`config.mk`:
```
export PLATFORM = sky130hd
export DESIGN_NAME = vga_bitmap_render
export DESIGN_NICKNAME = d
export VERILOG_FILES = /design/src/rtl/vga_bitmap_pkg.sv /design/src/rtl/vga_pipe_delay.sv /design/src/rtl/vga_bitmap_render.sv
export SDC_FILE = /design/constraint.sdc
export NUM_CORES = 1
export LEC_CHECK = 0
export BUFFER_PORTS_ARGS = -buffer_cell sky130_fd_sc_hd__buf_2
export CORE_UTILIZATION = 51
export CTS_CLUSTER_SIZE = 25
export DETAILED_ROUTE_END_ITERATION = 6
export GPL_TIMING_DRIVEN = 0
export PLACE_DENSITY = 0.77
export REMOVE_ABC_BUFFERS = 1
export SLEW_MARGIN = 10
export SYNTH_ARGS = -nofsm -noshare
export SYNTH_HDL_FRONTEND = slang
export SYNTH_SLANG_ARGS = --single-unit
```
`constraint.sdc`:
```
create_clock -name clk -period 2.8 [get_ports clk]
set_input_delay 0.42 -clock clk [delete_from_list [all_inputs] [get_ports clk]]
set_output_delay 0.42 -clock clk [all_outputs]
set_load 0.005 [all_outputs]
```
`src/rtl/vga_bitmap_pkg.sv`:
```
// Shared constants and helpers for the VGA bitmap renderer.
// Fixed pipeline depth excludes the ROM read latency.
package vga_bitmap_pkg;

    localparam int RGB_W_DEFAULT = 3;
    localparam int BASE_LAT      = 3;

    localparam logic [RGB_W_DEFAULT-1:0] BLACK = '0;
    localparam logic [RGB_W_DEFAULT-1:0] WHITE = '1;

    function automatic int clog2(input int v);
        int r;
        r = 0;
        for (int i = 0; i < 31; i++) begin
            if ((1 << i) < v) r = i + 1;
        end
        return r;
    endfunction

endpackage

```
`src/rtl/vga_pipe_delay.sv`:
```
// Fixed-depth shift register with asynchronous clear, used to
// align side-band data with the ROM read latency.
module vga_pipe_delay
    import vga_bitmap_pkg::*;
#(
    parameter int WIDTH = 1,
    parameter int DEPTH = 1
) (
    input  logic             clk,
    input  logic             rst_n,
    input  logic [WIDTH-1:0] d,
    output logic [WIDTH-1:0] q
);

    logic [WIDTH-1:0] pipe_q [DEPTH];
    logic [WIDTH-1:0] pipe_d [DEPTH];

    always_comb begin
        pipe_d[0] = d;
        for (int i = 1; i < DEPTH; i++) begin
            pipe_d[i] = pipe_q[i-1];
        end
    end

    always_ff @(posedge clk or negedge rst_n) begin
        if (!rst_n) begin
            for (int i = 0; i < DEPTH; i++) begin
                pipe_q[i] <= '0;
            end
        end else begin
            pipe_q <= pipe_d;
        end
    end

    assign q = pipe_q[DEPTH-1];

endmodule

```
`src/rtl/vga_bitmap_render.sv`:
```
// 1-bpp scaled/mirrored bitmap window; c1/c2 to rgb latency is BASE_LAT+ROM_LAT.
// Define VGA_BITMAP_TRANSP_EN to add rgb_under for a transparent overlay.
module vga_bitmap_render
    import vga_bitmap_pkg::*;
#(
    parameter int CNT_W   = 11,
    parameter int IMG_W   = 64,
    parameter int IMG_H   = 64,
    parameter int ROM_AW  = clog2(IMG_W * IMG_H / 8),
    parameter int ROM_LAT = 1,
    parameter int RGB_W   = RGB_W_DEFAULT
) (
    input  logic              clk,
    input  logic              rst_n,
    input  logic [CNT_W-1:0]  c1,
    input  logic [CNT_W-1:0]  c2,
    input  logic [CNT_W-1:0]  cfg_x0,
    input  logic [CNT_W-1:0]  cfg_y0,
    input  logic [1:0]        cfg_scale,
    input  logic              cfg_mirror,
    input  logic [RGB_W-1:0]  cfg_fg,
    input  logic [RGB_W-1:0]  cfg_bg,
    output logic [ROM_AW-1:0] rom_addr,
    input  logic [7:0]        rom_data,
`ifdef VGA_BITMAP_TRANSP_EN
    input  logic [RGB_W-1:0]  rgb_under,
`endif
    output logic [RGB_W-1:0]  rgb
);

    localparam int XW      = clog2(IMG_W);
    localparam int YW      = clog2(IMG_H);
    localparam int DW      = CNT_W + 1;
    localparam int WW      = CNT_W + 4;
    localparam int LAT     = BASE_LAT + ROM_LAT;
    localparam int ALIGN_D = LAT - BASE_LAT;
    localparam int ALN_W   = 4 + 2 * RGB_W;

    localparam logic [RGB_W-1:0] OFF = {RGB_W{BLACK[0]}};
    localparam logic [RGB_W-1:0] ON  = {RGB_W{WHITE[0]}};

    logic [CNT_W-1:0]  x0_q, x0_d, y0_q, y0_d;
    logic [1:0]        scale_q, scale_d;
    logic              mirror_q, mirror_d;
    logic [RGB_W-1:0]  fg_q, fg_d, bg_q, bg_d;
    logic              cap;

    logic [DW-1:0]     dx, dy;
    logic [WW-1:0]     lim_x, lim_y;
    logic [XW-1:0]     px_q, px_d;
    logic [YW-1:0]     py_q, py_d;
    logic              valid0_q, valid0_d;
    logic [RGB_W-1:0]  fg0_q, fg0_d, bg0_q, bg0_d;

    logic [ROM_AW-1:0] rom_addr_q, rom_addr_d;
    logic              valid1_q, valid1_d;
    logic [2:0]        bitsel1_q, bitsel1_d;
    logic [RGB_W-1:0]  fg1_q, fg1_d, bg1_q, bg1_d;

    logic [ALN_W-1:0]  aln_in, aln_out;
    logic              al_valid, al_bit;
    logic [2:0]        al_bitsel;
    logic [RGB_W-1:0]  al_fg, al_bg;
    logic [RGB_W-1:0]  rgb_q, rgb_d;

    // Config is only taken at the frame origin so a frame never tears.
    always_comb begin
        cap      = (c1 == '0) && (c2 == '0);
        x0_d     = cap ? cfg_x0 : x0_q;
        y0_d     = cap ? cfg_y0 : y0_q;
        scale_d  = cap ? cfg_scale : scale_q;
        mirror_d = cap ? cfg_mirror : mirror_q;
        fg_d     = cap ? cfg_fg : fg_q;
        bg_d     = cap ? cfg_bg : bg_q;
    end

    // The extra sign bit flags c < origin; wide limits stop wrap-around.
    always_comb begin
        dx       = {1'b0, c1} - {1'b0, x0_q};
        dy       = {1'b0, c2} - {1'b0, y0_q};
        lim_x    = WW'(IMG_W) << scale_q;
        lim_y    = WW'(IMG_H) << scale_q;
        valid0_d = !dx[DW-1] && !dy[DW-1] &&
                   (WW'(dx) < lim_x) && (WW'(dy) < lim_y);
        px_d     = XW'(dx >> scale_q);
        py_d     = YW'(dy >> scale_q);
        if (mirror_q) px_d = ~px_d;
        fg0_d    = fg_q;
        bg0_d    = bg_q;
    end

    always_comb begin
        rom_addr_d = rom_addr_q;
        if (valid0_q) rom_addr_d = ROM_AW'({py_q, px_q[XW-1:3]});
        valid1_d  = valid0_q;
        bitsel1_d = ~px_q[2:0];
        fg1_d     = fg0_q;
        bg1_d     = bg0_q;
    end

    assign aln_in = {valid1_q, bitsel1_q, fg1_q, bg1_q};

    vga_pipe_delay #(
        .WIDTH (ALN_W),
        .DEPTH (ALIGN_D)
    ) u_align (
        .clk   (clk),
        .rst_n (rst_n),
        .d     (aln_in),
        .q     (aln_out)
    );

    assign {al_valid, al_bitsel, al_fg, al_bg} = aln_out;

`ifdef VGA_BITMAP_TRANSP_EN
    localparam int UNDER_D = LAT - 1;
    logic [RGB_W-1:0] under_dly;

    vga_pipe_delay #(
        .WIDTH (RGB_W),
        .DEPTH (UNDER_D)
    ) u_under (
        .clk   (clk),
        .rst_n (rst_n),
        .d     (rgb_under),
        .q     (under_dly)
    );
`endif

    always_comb begin
        al_bit = rom_data[al_bitsel];
`ifdef VGA_BITMAP_TRANSP_EN
        rgb_d = under_dly;
        if (al_valid && al_bit) rgb_d = al_fg;
`else
        rgb_d = OFF;
        if (al_valid) rgb_d = al_bit ? al_fg : al_bg;
`endif
    end

    always_ff @(posedge clk or negedge rst_n) begin
        if (!rst_n) begin
            x0_q       <= '0;
            y0_q       <= '0;
            scale_q    <= '0;
            mirror_q   <= 1'b0;
            fg_q       <= ON;
            bg_q       <= OFF;
            px_q       <= '0;
            py_q       <= '0;
            valid0_q   <= 1'b0;
            fg0_q      <= '0;
            bg0_q      <= '0;
            rom_addr_q <= '0;
            valid1_q   <= 1'b0;
            bitsel1_q  <= '0;
            fg1_q      <= '0;
            bg1_q      <= '0;
            rgb_q      <= OFF;
        end else begin
            x0_q       <= x0_d;
            y0_q       <= y0_d;
            scale_q    <= scale_d;
            mirror_q   <= mirror_d;
            fg_q       <= fg_d;
            bg_q       <= bg_d;
            px_q       <= px_d;
            py_q       <= py_d;
            valid0_q   <= valid0_d;
            fg0_q      <= fg0_d;
            bg0_q      <= bg0_d;
            rom_addr_q <= rom_addr_d;
            valid1_q   <= valid1_d;
            bitsel1_q  <= bitsel1_d;
            fg1_q      <= fg1_d;
            bg1_q      <= bg1_d;
            rgb_q      <= rgb_d;
        end
    end

    assign rom_addr = rom_addr_q;
    assign rgb      = rgb_q;

endmodule

```
Word-level counts from Yosys, hierarchy flattened --
Cells that the tools add are included.
Word-level totals: bits in registers 82
Cells by class: reductions and logical operators 8, magnitude comparators 3, shift-type cells 3, bitwise gates (word level) 2, mux-type cells 5, add/sub/neg operators 2
Operator list (number):
- 12-bit by 15-bit less-than comparator with 1-bit output | 2
- 12-bit by 2-bit right shift with 6-bit output | 2
- 11-bit by 11-bit subtractor with 12-bit output | 2
- 11-bit logical NOT | 2
- 7-bit by 2-bit << shifter with 15-bit output (first input constant) | 1
- 3-bit 2-to-1 mux | 2
- 6-bit 2-to-1 mux | 1
- 6-bit NOT | 1
- 1-bit logical AND | 4
- 3-bit by 4-bit less-than comparator with 1-bit output (second input constant) | 1
- 1-bit binary-select mux with 3-bit select | 1
- 3-bit NOT | 1
- 1-bit logical NOT | 2
- 1-bit 2-to-1 mux | 1

Depth between registers and ports, before layout --
Gate-level depths: netlist of the first run.
depth after elaboration 5, gate-level depth with buffers 15, mapped depth without buffers 15

Modules after synthesis --
A second synthesis of the first run with hierarchy kept.
Unflattened totals: cells, all modules 390, area, all modules 4260.3 um2
By module, submodules not included:
- vga_bitmap_render | cells each 380, area an instance 4010.1 um2, times used 1
- vga_pipe_delay | cells each 10, area an instance 250.2 um2, times used 1

Worst setup path before layout of the first run --
Ideal clock, no wire load.
path kind input-to-reg, start point input c1[0], end point register valid0_q, arrival 2.936 ns, library setup time 0.066 ns, buffers on the path 0, setup slack -0.203 ns, stages on the path 14, cells stage by stage inv_1 -> ha_1 -> fa_1 -> nor2b_4 -> o31ai_4 -> or4b_1 -> o311ai_2 -> ha_1 -> o21a_1 -> o21a_1 -> o21ai_0 -> nand3_1 -> nor4_1 -> o311a_1
Between the ends: cells in the longest elaborated chain, start to end 5, elaborated cells on any way between the ends 6, those cells by class add/sub (1); order compare (1); reduce/logical (4)
RTL lines:
- start, declared | RTL line vga_bitmap_render.sv:15 | input logic [CNT_W-1:0] c1,
- 11-bit by 11-bit subtractor with 12-bit output (*) | RTL line vga_bitmap_render.sv:79 | dx = {1'b0, c1} - {1'b0, x0_q};
- parallel branches: the longest is 2 deep, another holds 12-bit by 15-bit less-than comparator with 1-bit output
- 1-bit logical AND (*) | RTL line vga_bitmap_render.sv:83 | valid0_d = !dx[DW-1] && !dy[DW-1] &&
- 1-bit logical AND (*) | RTL line vga_bitmap_render.sv:84 | (WW'(dx) < lim_x) && (WW'(dy) < lim_y);
- named net valid0_d | RTL line vga_bitmap_render.sv:52 | logic valid0_q, valid0_d;
- end signal, assigned | RTL line vga_bitmap_render.sv:169 | valid0_q <= valid0_d;
- end, declared | RTL line vga_bitmap_render.sv:52
Mark *: on every way through the listed nets, which the timed path passes. A chain may end at the register's enable or synchronous reset.

Worst setup path after layout of the first run --
start point register x0_q[0], end point register valid0_q
Between the ends: cells in the longest elaborated chain, start to end 5, elaborated cells on any way between the ends 6, those cells by class add/sub (1); order compare (1); reduce/logical (4)
RTL lines:
- start, declared | RTL line vga_bitmap_render.sv:42 | logic [CNT_W-1:0] x0_q, x0_d, y0_q, y0_d;
- start signal, assigned | RTL line vga_bitmap_render.sv:143 | x0_q <= '0;
- start signal, assigned | RTL line vga_bitmap_render.sv:161 | x0_q <= x0_d;
- 11-bit by 11-bit subtractor with 12-bit output (*) | RTL line vga_bitmap_render.sv:79
- parallel branches: the longest is 2 deep, another holds 12-bit by 15-bit less-than comparator with 1-bit output
- 1-bit logical AND (*) | RTL line vga_bitmap_render.sv:83
- 1-bit logical AND (*) | RTL line vga_bitmap_render.sv:84
- named net valid0_d | RTL line vga_bitmap_render.sv:52
Marked as above.

==> reports/results.tsv, run 1 <==
stage	metric	value	unit
pwr	Pwr Total	2.34	mW
clock_tree	H-tree levels	3	
global_route	largest net degree at the start of global routing	63	
final_layout	Nets	571	
routing	Antenna Nets Post-Route	0	
placement	Port Buffers	74	
global_route	vias in the first global route	3063	
routing	drt via density	5.25	
final_layout	Diodes inserted	0	
worst_setup_path	Slowest cell on crit path	or4b_4	
run	Max-Cap Viols	0	
yosys	Most used DFF post-synth	dfrtp_1	
routing	drt initial violations	128	
yosys	distinct cell type count after synthesis	54	
worst_setup_path	FF-to-FF Start	x0_q[0]	
worst_setup_path	CP max stage delay	0.51	ns
yosys	Post-synth EDFFs	0	
routing	wire length per cell	13.9	um
clock_tree	Clk Latency, worst-skew pair	0.35	ns
timing	unrepaired setup endpoints after global routing	yes	
worst_setup_path	critical path class	flop to flop	
final_layout	Finished Layout Cells	583	
yosys	Syn. warnings	0	
pwr	LEAKAGE	2.58	nW
floorplan	I/O pins	75	
pwr	Comb power frac	0.101	
yosys	synth top area cells	dfrtp_1, ha_1, mux2i_1	
worst_setup_path	critical path startpoint	x0_q[0]	
worst_setup_path	cell chain of the critical path	ha_2, fa_2, nor2b_4, o31ai_4, or4b_4, o311ai_4, ha_1, o21a_1, o21a_1, o21ai_1, nand3_1, nor4_2, o311a_1	
final_layout	Area Overhead vs Synth	21.0	%
floorplan	die area	8720	um2
routing	final WL	8120	um
timing	Slew headroom	0.437	
yosys	proportion of netlist area held by the largest area contributor	0.464	
global_route	GR Overflow Total	0	
floorplan	Initial Util	0.540	
clock_tree	Root Driver	clkbuf_8	
yosys	sequential area share after synthesis	0.483	
timing	Worst-Margin Slew	0.845	ns
worst_setup_path	Critical Path RT	3.08	ns
placement	dpl hpwl	6020	um
global_route	initial antenna violation count	0	
pwr	part of the power in the clock network	0.382	
worst_hold_path	hold path start	cfg_y0[5]	
timing	highest clock rate	0.319	GHz
run_status	status	finished with violations	
clock_tree	buffers from clock root to sink, at most	2	
routing	DR vias	3062	
final_layout	Filler cells	654	
yosys	Synth Area per Inst	10.9	um2
floorplan	FP Rows	32	
worst_setup_path	Worst Path Buf+Inv	0	
yosys	most frequent cell after synthesis	dfrtp_1	
placement	GPL Wtd Cong	0.890	
yosys	mapped cell area	4260	um2
pwr	Peak supply drop	0.000319	V
clock_tree	CTS tree	built	
timing	Tcrit/Tclk final	1.12	
timing	Hold Fails Final Rpt	0	
pwr	Psw	0.596	mW
worst_hold_path	HP Class	input pin to flop	
yosys	async set-reset flop share out of synthesis	1.00	
timing	Worst Clk Skew	0.0117	ns
routing	drc violations	0	
clock_tree	CTS sink cnt	82	
final_layout	share of layout cells above drive strength 1	0.295	
timing	final worst slack	-0.332	ns
floorplan	Die H	93.4	um
final_layout	Core Util, Final	0.653	
floorplan	Die X	93.4	um
timing	Final min period	3.13	ns
worst_setup_path	CP arrival	3.41	ns
yosys	synthesized instance count	390	
worst_setup_path	startpoint types	flop	
placement	Cells after DPL	559	
routing	TritonRoute pass-1 iters	4	
timing	Setup violations, final	1	
clock_tree	Num CTS Buffers	9	
pwr	P_int	1.74	mW
worst_setup_path	CP max FO	2	
final_layout	Multi-input gate area	2130	um2
run_status	violations in the final reports	setup timing	
yosys	Seq cells post-synth	82	
global_route	first-pass GRT wire length	13700	um
worst_setup_path	CP dominant cell by count	o21a_1	
worst_setup_path	critical path's top delay family	compound AO/OA/AOI/OAI gates	
floorplan	core area	7890	um2
global_route	Tot GR Track Use	0.200	
placement	DP Worst Slack	-0.630	ns
yosys	Yosys top cell by area	dfrtp_1	
pwr	Sw Share	0.255	
final_layout	register area	2060	um2
yosys	list of most frequent post-synthesis cells	dfrtp_1, inv_1, ha_1, o21ai_1, nand2_1	
pwr	PwrDens	454	nW/um2
timing	Slew Limit Fails	0	
clock_tree	Worst-path clk slew	0.10	ns
timing	Hold Slack	0.272	ns
worst_setup_path	Setup crit end kind	flop	
pwr	power share of the sequential group	0.517	
-- worst reg2reg max path, cell delays in order (launching register included) --
cell and delay (ns):
dfrtp_1 0.38, ha_2 0.20, fa_2 0.23, nor2b_4 0.05
o31ai_4 0.25, or4b_4 0.51, o311ai_4 0.10, ha_1 0.27
o21a_1 0.16, o21a_1 0.16, o21ai_1 0.13, nand3_1 0.11
nor4_2 0.28, o311a_1 0.23
-- power by group through the flow --
stage	Clock (mW)	Combinational, mW	Sequential (mW)
after global placement	0	0.207	1.23
final	0.893	0.237	1.21
after global routing	0.965	0.266	1.21
after floorplan	0	0.117	1.23
after CTS	0.905	0.234	1.21
after detailed placement	0	0.220	1.23
-- cell type report --
type / count / share of cell area
multi-input combinational: 260 / 0.413
sequential: 82 / 0.399
timing repair buffer: 86 / 0.0964
inverter: 37 / 0.0269
tap: 102 / 0.0248
clock buffer: 9 / 0.0240
clock inverter: 7 / 0.0160
-- registers in the layout (all words and copies together) (netlist names) --
name and cells:
mirror_q 1, rom_addr 9, valid0_q 1, px_q 6
scale_q 2, fg0_q 3, bg1_q 3, bitsel1_q 3
y0_q 11, u_align.q 10, bg0_q 3, bg0_d 3
py_q 6, x0_q 11, fg1_q 3, valid1_q 1
rgb 3, fg0_d 3
-- per-stage QoR --
| step | setup TNS, ns | cell area, um2 |
|---|---|---|
| 2_1_floorplan | -27.46 | 4210 |
| 4_1_cts | -0.316 | 5090 |
| 5_1_grt | -0.520 | 5150 |
| 3_5_place_dp | -0.630 | 4780 |
| 3_3_place_gp | -62.05 | 4710 |
| 6_report | -0.332 | 5150 |
-- final timing paths --
kind | end | slack [ns] | depth (start not counted)
max in group asynchronous | fg0_d[2] | 1.68 | 3
min in group asynchronous | y0_q[0] | 0.50 | 2
min reg2reg | u_align.q[6] | 0.35 | 0
min | y0_q[5] | 0.27 | 3
max reg2reg | valid0_q | -0.33 | 13
max | valid0_q | -0.33 | 13
-- cell families after synthesis --
| group | Yosys count | synth area share |
|---|---|---|
| adder cells (fa/ha/maj) | 32 | 0.0975 |
| multiplexers | 40 | 0.109 |
| flip-flops | 82 | 0.483 |
| XOR/XNOR | 19 | 0.0391 |
| AND/OR/NAND/NOR | 87 | 0.100 |
| AO/OA/AOI/OAI | 82 | 0.127 |
| buffers and inverters | 48 | 0.0443 |
-- per-layer routing --
metal	up-vias	routed length, um	track usage
li1	1541	-	-
met1	1442	3760	0.259
met2	68	3890	0.331
met3	11	293	0.0333
met4	0	175	0.0859
met5	-	0	0
-- cell usage in the layout (no fill, tap or decap), types with 4 or more instances in the layout --
| master | instances |
|---|---|
| a21oi_1 | 14 |
| a21oi_2 | 4 |
| buf_2 | 73 |
| buf_4 | 8 |
| clkbuf_8 | 9 |
| dfrtp_1 | 79 |
| ha_1 | 26 |
| inv_1 | 33 |
| inv_2 | 4 |
| mux2_1 | 11 |
| mux2_2 | 9 |
| mux2i_1 | 17 |
| nand2_1 | 25 |
| nand2b_1 | 7 |
| nand3_1 | 8 |
| nor2_1 | 23 |
| nor2b_1 | 5 |
| nor3_1 | 5 |
| nor4_1 | 4 |
| o21a_1 | 7 |
| o21ai_0 | 4 |
| o21ai_1 | 26 |
| xnor2_1 | 10 |
| xor2_1 | 8 |
-- what timing repair did --
| item | 4_1_cts | 5_1_grt |
|---|---|---|
| pin swaps | 9 | 10 |
| setup endpoints to repair | 1 | 1 |
| resized for setup | 13 | 10 |
| endpoints found under the hold margin | 20 | 0 |
| hold buffers | 1 | 0 |
| setup buffers | 3 | 4 |
No activity file was read; power rests on OpenSTA's default activity.
==> run 2: changes to the inputs <==
- ABC_AREA: unset -> 1
- CORE_UTILIZATION: 51 -> 52
==> run 2 against run 1 <==
The run ends with DRC left. Sequential power is 7% higher. Combinational power is 93% higher. Sequential share of layout area is 2.8 points lower. Synthesized area is 14% higher. Clock skew is 0.0045 ns higher. Hold slack worse by 0.25 ns. First-iteration DRC count is 37% higher. Final area is 7.5% higher. Register-to-register slack better by 0.48 ns. Synthesized cell count is 48% higher. Worst setup slack better by 0.48 ns. Core utilization is 2.8 points lower. Critical path type unchanged. Highest routed layer unchanged.
==> reports/results.tsv, run 2 <==
stage	metric	value	unit
routing	final WL	9400	um
final_layout	share of layout cells above drive strength 1	0.276	
yosys	Yosys top cell by area	dfrtp_1	
final_layout	Filler cells	759	
yosys	mapped cell area	4840	um2
routing	Antenna Nets Post-Route	0	
placement	Port Buffers	74	
clock_tree	buffers from clock root to sink, at most	2	
timing	highest clock rate	0.376	GHz
timing	Hold Slack	0.0205	ns
clock_tree	Clk Latency, worst-skew pair	0.36	ns
yosys	proportion of netlist area held by the largest area contributor	0.408	
final_layout	Finished Layout Cells	768	
clock_tree	Root Driver	clkbuf_8	
global_route	grt peak-use layer	met2	
routing	drc violations	5	
routing	drt via density	4.98	
worst_setup_path	CP arrival	2.95	ns
timing	Worst-Margin Slew	0.906	ns
yosys	distinct cell type count after synthesis	44	
timing	Slew headroom	0.396	
routing	DR vias	3825	
routing	wire length per cell	12.2	um
worst_setup_path	Setup crit end kind	flop	
yosys	Post-synth EDFFs	0	
worst_setup_path	FF-to-FF Start	y0_q[0]	
run_status	status	finished with violations	
timing	Hold Fails Final Rpt	0	
global_route	GR Layer Usage met2	0.346	
placement	DP Worst Slack	-0.219	ns
worst_setup_path	critical path class	flop to flop	
clock_tree	H-tree levels	3	
yosys	Synth Area per Inst	8.41	um2
placement	dpl hpwl	7440	um
final_layout	commonest non-fill, non-tap cell in the layout	nand2_1	
worst_setup_path	Critical Path RT	3.09	ns
timing	Setup violations, final	0	
worst_setup_path	Reg2Reg Setup Slack	0.14	ns
global_route	vias in the first global route	3630	
yosys	async set-reset flop share out of synthesis	1.00	
global_route	GR Overflow Total	0	
worst_setup_path	reg2reg end	valid0_q	
floorplan	I/O pins	75	
clock_tree	CTS tree	built	
global_route	initial antenna violation count	0	
run	Max-Cap Viols	0	
yosys	list of most frequent post-synthesis cells	nand2_1, inv_1, dfrtp_1, nand3_1, nor2_1	
floorplan	Die X	98.5	um
global_route	GR Layer Usage met1	0.272	
floorplan	Die H	98.5	um
yosys	sequential area share after synthesis	0.424	
floorplan	die area	9700	um2
timing	final worst slack	0.144	ns
yosys	Syn. warnings	0	
global_route	grt met3 use	0.0333	
pwr	LEAKAGE	2.97	nW
global_route	Tot GR Track Use	0.206	
global_route	first-pass GRT wire length	15900	um
timing	Final min period	2.66	ns
run_status	violations in the final reports	DRC	
global_route	largest net degree at the start of global routing	63	
final_layout	most frequent cells in the layout	nand2_1, inv_1, dfrtp_1	
yosys	synthesized instance count	576	
clock_tree	Num CTS Buffers	9	
yosys	Most used DFF post-synth	dfrtp_1	
yosys	most frequent cell after synthesis	nand2_1	
worst_hold_path	HP Class	input pin to asynchronous set/reset pin	
clock_tree	Worst-path clk slew	0.09	ns
worst_setup_path	CP max FO	2	
timing	Worst Clk Skew	0.0161	ns
clock_tree	CTS sink cnt	82	
final_layout	finished layout cell area	5540	um2
worst_setup_path	Reg2Reg Depth	17	
floorplan	Initial Util	0.547	
floorplan	FP Rows	34	
timing	Slew Limit Fails	0	
timing	Tcrit/Tclk final	0.949	
pwr	Peak supply drop	0.000216	V
placement	Placement Cell Area	5280	um2
yosys	synth top area cells	dfrtp_1, nand2_1, ha_1	
final_layout	Nets	750	
final_layout	Diodes inserted	0	
routing	TritonRoute pass-1 iters	6	
floorplan	core area	8850	um2
final_layout	Area Overhead vs Synth	14.3	%
yosys	Seq cells post-synth	82	
pwr	PwrDens	468	nW/um2
routing	drt initial violations	175	
placement	Cells after DPL	749	
worst_setup_path	startpoint types	flop	
placement	GPL Wtd Cong	0.841	
timing	TNS Setup	0	ns
## run 2: area by class of cell
cell class	count	area (um2)	share of cell area
Multi-Input combinational cell	383	2360	0.426
Sequential cell	82	2060	0.371
Timing Repair Buffer	78	415	0.0750
Inverter	101	379	0.0685
Tap cell	108	135	0.0244
Clock buffer	9	124	0.0224
Clock inverter	7	71.3	0.0129
## run 2: critical path: stages (launching register included)
cell and delay (ns):
dfrtp_1 0.42, ha_4 0.18, fa_2 0.41, inv_2 0.08, nand3_1 0.08, nand3_2 0.10
buf_4 0.12, nand2_1 0.05, nand3_1 0.09, nand2_1 0.10, ha_1 0.30, nor2_1 0.08
o21ai_0 0.09, o21ai_1 0.14, nand3_1 0.09, nor2_1 0.09, nand2_1 0.06, nor2_2 0.10
## run 2: timing repair
item,CTS,global route
setup endpoints to repair,1,1
hold buffers,0,0
endpoints found under the hold margin,0,0
resized for setup,1,10
pin swaps,0,5
setup buffers,0,3
## run 2: kinds of logic after synthesis
family / Yosys count / share of synthesized area
adders and majority gates: 32 / 0.0858
buffers and inverters: 111 / 0.0974
DFF: 82 / 0.424
xor gates and xnor gates: 6 / 0.0124
and+or+nand+nor: 265 / 0.252
AOI/OAI and AO/OA: 70 / 0.105
muxes: 10 / 0.0230
## run 2: report_power, final
part           internal, mW  switching, mW  total [mW]
clock network         0.348          0.491       0.839
registers              1.26         0.0333        1.30
logic                 0.215          0.243       0.458
## run 2: routing by layer
layer  wire length (um)  up-vias
met2               4380       96
met5                  0        -
met1               4470     1719
li1                   -     1997
met4                135        0
met3                417       13
## run 2: how the worst max path moves through the flow
stage / startpoint / end / slack [ns] / depth (start not counted)
5_1_grt: y0_q[0] / valid0_q / -0.03 / 17
3_5_place_dp: c2[0] / valid0_q / -0.22 / 19
2_1_floorplan: c2[0] / valid0_q / 0.23 / 18
4_1_cts: y0_q[0] / valid0_q / 0.01 / 17
3_3_place_gp: c2[0] / valid0_q / -0.14 / 19
6_report: y0_q[0] / valid0_q / 0.14 / 17
## run 2: through the flow
step	power [mW]	util
5_1_grt	2.74	0.626
3_5_place_dp	1.77	0.597
3_3_place_gp	1.75	0.594
4_1_cts	2.61	0.619
2_1_floorplan	1.58	-
6_report	2.59	0.626
